$ cat src/rtl/mac_seq_ctrl.sv
// mac_seq_ctrl: owner of the MAC schedule. A start request clears the
// accumulator, walks N_TAPS operand addresses, lines the MAC enables up with
// the operand memory read latency and holds done until acknowledged.
//
// Handshakes: i_start is a request level sampled only in IDLE (no queuing);
// o_done is a level held high until i_ack is sampled in DONE, after which the
// block returns to IDLE for at least one cycle. i_abort beats i_ack.
module mac_seq_ctrl #(
  parameter int N_TAPS = 8,
  parameter int ADDR_W = 3,
  parameter int RD_LAT = 1
) (
  input  logic              i_clk,
  input  logic              i_rst_n,
  input  logic              i_start,
  input  logic              i_abort,
  input  logic              i_ack,
  output logic              o_busy,
  output logic              o_rst_mac,
  output logic              o_addr_vld,
  output logic [ADDR_W-1:0] o_addr,
  output logic              o_mac_en,
  output logic              o_last,
  output logic              o_done
);

  typedef enum logic [2:0] {
    S_IDLE  = 3'd0,
    S_CLEAR = 3'd1,
    S_RUN   = 3'd2,
    S_DRAIN = 3'd3,
    S_DONE  = 3'd4
  } state_t;

  // Terminal compare value; the counter never has to wrap within a job.
  localparam logic [ADDR_W-1:0] LAST_ADDR = ADDR_W'(N_TAPS - 1);

  state_t state;
  state_t state_next;

  logic abort_take;

  // Next values of the registered outputs.
  logic              busy_n;
  logic              rst_mac_n;
  logic              addr_vld_n;
  logic [ADDR_W-1:0] addr_n;
  logic              addr_last_n;
  logic              done_n;

  // Registered outputs (before latency alignment).
  logic              busy_q;
  logic              rst_mac_q;
  logic              addr_vld_q;
  logic [ADDR_W-1:0] addr_q;
  logic              addr_last_q;
  logic              done_q;

  // Latency-aligned enable and last marker.
  logic mac_en_w;
  logic last_w;

  // Abort only acts outside IDLE.
  assign abort_take = (state != S_IDLE) && i_abort;

  // State register.
  always_ff @(posedge i_clk or negedge i_rst_n) begin
    if (!i_rst_n) begin
      state <= S_IDLE;
    end else begin
      state <= state_next;
    end
  end

  // Next-state logic; abort overrides every other transition.
  always_comb begin
    state_next = state;
    case (state)
      S_IDLE:  if (i_start) state_next = S_CLEAR;
      S_CLEAR: state_next = S_RUN;
      S_RUN: begin
        if (addr_q == LAST_ADDR) begin
          state_next = (RD_LAT > 0) ? S_DRAIN : S_DONE;
        end
      end
      S_DRAIN: if (last_w) state_next = S_DONE;
      S_DONE:  if (i_ack) state_next = S_IDLE;
      default: state_next = S_IDLE;
    endcase
    if (abort_take) state_next = S_IDLE;
  end

  // Output decode from the upcoming state so every output leaves a flop.
  always_comb begin
    busy_n     = (state_next != S_IDLE);
    rst_mac_n  = (state_next == S_CLEAR) || abort_take;
    addr_vld_n = (state_next == S_RUN);
    addr_n     = '0;
    if ((state == S_RUN) && (state_next == S_RUN)) begin
      addr_n = addr_q + ADDR_W'(1);
    end
    addr_last_n = addr_vld_n && (addr_n == LAST_ADDR);
    done_n      = (state_next == S_DONE);
  end

  // Output registers.
  always_ff @(posedge i_clk or negedge i_rst_n) begin
    if (!i_rst_n) begin
      busy_q      <= 1'b0;
      rst_mac_q   <= 1'b0;
      addr_vld_q  <= 1'b0;
      addr_q      <= '0;
      addr_last_q <= 1'b0;
      done_q      <= 1'b0;
    end else begin
      busy_q      <= busy_n;
      rst_mac_q   <= rst_mac_n;
      addr_vld_q  <= addr_vld_n;
      addr_q      <= addr_n;
      addr_last_q <= addr_last_n;
      done_q      <= done_n;
    end
  end

  generate
    if (RD_LAT == 0) begin : g_no_lat
      // Memory data is valid in the same cycle as the request.
      assign mac_en_w = addr_vld_q;
      assign last_w   = addr_last_q;
    end else begin : g_lat
      logic [RD_LAT-1:0] vld_sr;
      logic [RD_LAT-1:0] last_sr;

      // Delay line for enable and last; flushed on abort so nothing in
      // flight can reach the accumulator afterwards.
      always_ff @(posedge i_clk or negedge i_rst_n) begin
        if (!i_rst_n) begin
          vld_sr  <= '0;
          last_sr <= '0;
        end else if (abort_take) begin
          vld_sr  <= '0;
          last_sr <= '0;
        end else begin
          vld_sr[0]  <= addr_vld_q;
          last_sr[0] <= addr_last_q;
          for (int i = 1; i < RD_LAT; i++) begin
            vld_sr[i]  <= vld_sr[i-1];
            last_sr[i] <= last_sr[i-1];
          end
        end
      end

      assign mac_en_w = vld_sr[RD_LAT-1];
      assign last_w   = last_sr[RD_LAT-1];
    end
  endgenerate

  assign o_busy     = busy_q;
  assign o_rst_mac  = rst_mac_q;
  assign o_addr_vld = addr_vld_q;
  assign o_addr     = addr_q;
  assign o_mac_en   = mac_en_w;
  assign o_last     = last_w;
  assign o_done     = done_q;

endmodule

$ cat config.mk
export PLATFORM = sky130hd
export DESIGN_NAME = mac_seq_ctrl
export DESIGN_NICKNAME = d
export VERILOG_FILES = /design/src/rtl/mac_seq_ctrl.sv
export SDC_FILE = /design/constraint.sdc
export NUM_CORES = 1
export LEC_CHECK = 0
export ABC_AREA = 1
export CORE_AREA = 2 2 39 41
export DETAILED_ROUTE_END_ITERATION = 7
export DIE_AREA = 0 0 41 43
export PLACE_DENSITY = 0.77
export SLEW_MARGIN = 10
export SYNTH_ARGS = -nofsm -noshare
export SYNTH_HDL_FRONTEND = slang
export SYNTH_SLANG_ARGS = --single-unit
$ cat constraint.sdc
create_clock -name i_clk -period 2.61 [get_ports i_clk]
set_input_delay 0.261 -clock i_clk [delete_from_list [all_inputs] [get_ports i_clk]]
set_output_delay 0.261 -clock i_clk [all_outputs]
set_load 0.005 [all_outputs]
### Yosys cells after proc, flatten, opt, wreduce, memory -nomap -nowiden

Cells that the tools add are included.
Widths: inputs -> output; s select.

* register bits: 13
* bits in latches: 0
* memory bits (writable): 0
* ROM bits: 0
* input port bits: 5
* output and inout bits: 9
* word-level logic and storage cells: 35
* memories: 0

* add/sub/neg operators: 1
* $mul: 0
* div/mod/pow operators: 0
* magnitude comparators: 0
* equality and inequality tests: 9
* shift operators: 0
* mux-type cells: 9
* bitwise logic cells: 0
* reductions and logical operators: 7

Operator list (count)
* $mux 3: 6
* $pmux 3 s5: 1
* $eq 3x3->1 const B: 4
* $eq 3x2->1 const B: 3
* $eq 3x1->1 const B: 2
* $reduce_bool 3->1: 2
* $add 3x1->3 const B: 1
* $logic_and 1x1->1: 3
* $logic_not 3->1: 1
* $mux 1: 2
* $logic_or 1x1->1: 1

### Logic depth before layout (Yosys ltp)

* depth after elaboration: 9
* gate-level depth with buffers: 7
* mapped depth without buffers: 7

### Least setup slack after synthesis

Ideal clock, no wire load.

* path type: reg2reg
* start: register addr_q[0], in the netlist o_addr[0]
* end: register addr_last_q
* data arrival time: 1.160 ns
* required time: 2.540 ns
* slack: 1.380 ns
* cell stages (with the launch flop): 8
* buffers on the path: 0
* cells stage by stage: dfrtp_1 ha_1 ha_1 nand4_1 nand3_2 nand2_2 nand4_2 nor2_2

* cells in the longest elaborated chain, start to end: 9
* elaborated cells between the ends (all ways): 10

Ends and longest elaborated chain
* start, declared: line 55 `logic [ADDR_W-1:0] addr_q;`
* start signal, assigned: line 119 `addr_q <= addr_n;`
* $eq 3x3->1: line 82 `if (addr_q == LAST_ADDR) begin`
* $mux 3: line 82
* $pmux 3 s5: line 78 `case (state)`
* $mux 3: line 90 `if (abort_take) state_next = S_IDLE;`
* $eq 3x2->1: line 97, 99
* $logic_and 1x1->1: line 99 `if ((state == S_RUN) && (state_next == S_RUN)) begin`
* $mux 3: line 99
* $eq 3x3->1: line 102 `addr_last_n = addr_vld_n && (addr_n == LAST_ADDR);`
* $logic_and 1x1->1 (*): line 102
* via addr_last_n: line 48 `logic addr_last_n;`
* end signal, assigned: line 120 `addr_last_q <= addr_last_n;`
* end, declared: line 56 `logic addr_last_q;`

Mark *: on every way through the listed nets, which the timed path passes. The rest lies on a longest branch.

### Final worst setup path

* start: register addr_q[0], in the netlist o_addr[0]
* end: output o_addr[0]

RTL lines
* end, declared: line 21 `output logic [ADDR_W-1:0] o_addr,`

No word-level cell between the ends.

==> results.sh <==
export IMPL_hold_class="input pin to asynchronous set/reset pin"
export IMPL_drv_slew=0
export IMPL_finalHoldViolCount=0
export IMPL_ant_nets=0
export IMPL_fmax_ghz=0.699
export IMPL_dp_hpwl_um=771
export IMPL_tns_ns=0
export IMPL_finalSetupViolations=0
export IMPL_post_cts_buffers=0
export IMPL_cts_sinks=13
export IMPL_die_area_um2=1760
export IMPL_ys_seq_area_share_pct=57.0
export IMPL_synth_nets=64
export IMPL_synth_top_area_cell="dfrtp_1"
export IMPL_path_delay_family="buffers and inverters"
export IMPL_netlist_instances=57
export IMPL_cp_cell_sequence="clkdlybuf4s50_1"
export IMPL_ys_types=17
export IMPL_via_per_inst=4.84
export IMPL_initial_core_util_pct=41.2
export IMPL_cts_buffers=3
export IMPL_postCtsHoldBufs=0
export IMPL_cts_buffer_depth=2
export IMPL_clk_pin_slew_ns=0.08
export IMPL_synthToLayoutAreaGrowth_pct=30.9
export IMPL_max_cap_viol_count=0
export IMPL_io_buffers=13
export IMPL_crit_slowest_cell="clkdlybuf4s50_1"
export IMPL_fill_cells=130
export IMPL_grt_overflow_total=0
export IMPL_yosysWarningCount=0
export IMPL_clk_latency_ns=0.28
export IMPL_tightest_slew_ns=0.563
export IMPL_grt_usage_pct=16.0
export IMPL_synth_top_area_share_pct=57.0
export IMPL_crit_type="flop to output pin"
export IMPL_ios=14
export IMPL_place_gp_congestion=0.775
export IMPL_netlist_area_um2=571
export IMPL_crit_path_end_kind="output pin"
export IMPL_rows=14
export IMPL_arrival_ns=1.17
export IMPL_firstDrtPassIters=2
export IMPL_worst_ep_required_time_ns=2.35
export IMPL_cts_tree="yes"
export IMPL_rsz0062_at_grt="false"
export IMPL_startpoint_type="flop"
export IMPL_multi_input_area_um2=196
export IMPL_drive_above_1_share_pct=23.0
export IMPL_yosys_top_cells_area="dfrtp_1, inv_1, ha_1"
export IMPL_coreArea_um2=1380
export IMPL_vias=436
export IMPL_status="completed"
export IMPL_drt_iter0_drc=1
export IMPL_internal_power_w=0.000370
export IMPL_power_net_switching_w=0.000171
export IMPL_die_w_um=41
export IMPL_period_share_pct=54.8
export IMPL_yosys_register_bits=13
export IMPL_crit_path_max_incr_delay_ns=0.51
export IMPL_wire_per_inst_um=10.9
export IMPL_post_route_util_pct=54.0
export IMPL_wl_um=981
export IMPL_fin_nets=82
export IMPL_antenna_cells=0
export IMPL_grt_pass1_vias=462
export IMPL_pwr_share_seq_pct=46.9
export IMPL_cts_repair_resize_count=0
export IMPL_vdd_ir_drop_max_mv=0.333
export IMPL_p_comb_share_pct=29.8
export IMPL_p_per_area_nw_per_um2=723
export IMPL_fin_skew_ns=0.00581
export IMPL_cts_root_buffer="clkbuf_4"
export IMPL_clkPwrFrac_pct=23.3
export IMPL_grt_pass1_wl_um=1840
export IMPL_antenna_found_initial=0
export IMPL_netSwitchingFraction_pct=31.6
export IMPL_grt_max_degree=14
export IMPL_path_buf_inv=1
export IMPL_relSlewSlack_pct=62.4
export IMPL_die_h_um=43
export IMPL_leakage_nw=0.396
export IMPL_regArea_um2=325
export IMPL_crit_fanout=3
export IMPL_htreeDepth=1
export IMPL_min_period_ns=1.43
export IMPL_postSynthAreaPerCell_um2=10.0
export IMPL_drc=0
layer usage:
layer	part of all wire, %	GRT usage [%]	up-vias	wire length [um]
met5	0	0	-	0
li1	-	-	210	-
met4	3.7	10.0	0	36
met1	38	17.4	207	377
met2	52	26.3	14	512
met3	5.6	3.14	5	55
power by group through the flow:
stage	clock, W	sequential [W]	combinational (W)
after floorplan	0	0.000259	0.0000878
after global placement	0	0.000257	0.000160
after detailed placement	0	0.000258	0.000163
after CTS	0.000130	0.000254	0.000165
after global routing	0.000138	0.000258	0.000185
final	0.000126	0.000254	0.000161
stage by stage:
stage | hold slack, ns | area (um^2) | instances | total power (W) | worst slack (ns)
floorplan | -0.0346 | 571 | 57 | 0.000347 | 1.38
global placement | 0.472 | 721 | 86 | 0.000417 | 1.30
detailed placement | 0.465 | 721 | 86 | 0.000421 | 1.28
CTS | 0.361 | 747 | 90 | 0.000549 | 1.17
global route | 0.400 | 747 | 90 | 0.000581 | 1.14
finish | 0.337 | 747 | 90 | 0.000540 | 1.18
cells in the final DEF, fill, tap and decap left out, drive strengths merged:
master / count
dfrtp: 13
clkdlybuf4s50: 13
inv: 13
nor2: 9
nand2: 8
nand3: 6
clkbuf: 4
ha: 2
nand4: 2
and3: 2
o21ai: 1
nor3: 1
path summary, 6_finish.rpt:
kind,startpoint,to,slack (ns),depth (start not counted)
worst max-delay path,o_addr[0],o_addr[0],1.18,1
worst min-delay path,i_rst_n,o_done,0.34,1
worst max register to register,o_addr[0],o_addr[1],1.30,7
worst min register to register,addr_last_q,o_last,0.48,2
max in group asynchronous,i_rst_n,o_addr[1],1.90,1
min in group i_clk,addr_last_q,o_last,0.48,2
layout make-up:
| cell class | instances | area share [%] |
|---|---|---|
| multi-input cells | 31 | 26.3 |
| well taps | 16 | 2.68 |
| clock buffers | 4 | 3.52 |
| flip-flops and latches | 13 | 43.6 |
| inverters | 13 | 6.53 |
| repair buffers | 13 | 17.4 |
synthesized netlist by cell type (all sizes together):
| cell | count |
|---|---|
| dfrtp | 13 |
| inv | 13 |
| nor2 | 9 |
| nand2 | 8 |
| nand3 | 6 |
| and3 | 2 |
| ha | 2 |
| nand4 | 2 |
| nor3 | 1 |
| o21ai | 1 |
registers in the layout, summed over array words and instances (netlist names):
name         cells
o_addr_vld       1
o_addr           3
state            3
o_mac_en         1
o_busy           1
o_last           1
o_done           1
addr_last_q      1
o_rst_mac        1
cell families (layout without fill, tap and decap cells):
kind of cell	Yosys count	in the layout	share of synthesized area, %
AOI/OAI and AO/OA	1	1	1.54
adders and majority gates	2	2	4.39
buffers and inverters	13	30	8.55
DFF	13	13	57.0
and+or+nand+nor	28	28	28.5
No activity file was read; power rests on OpenSTA's default activity.
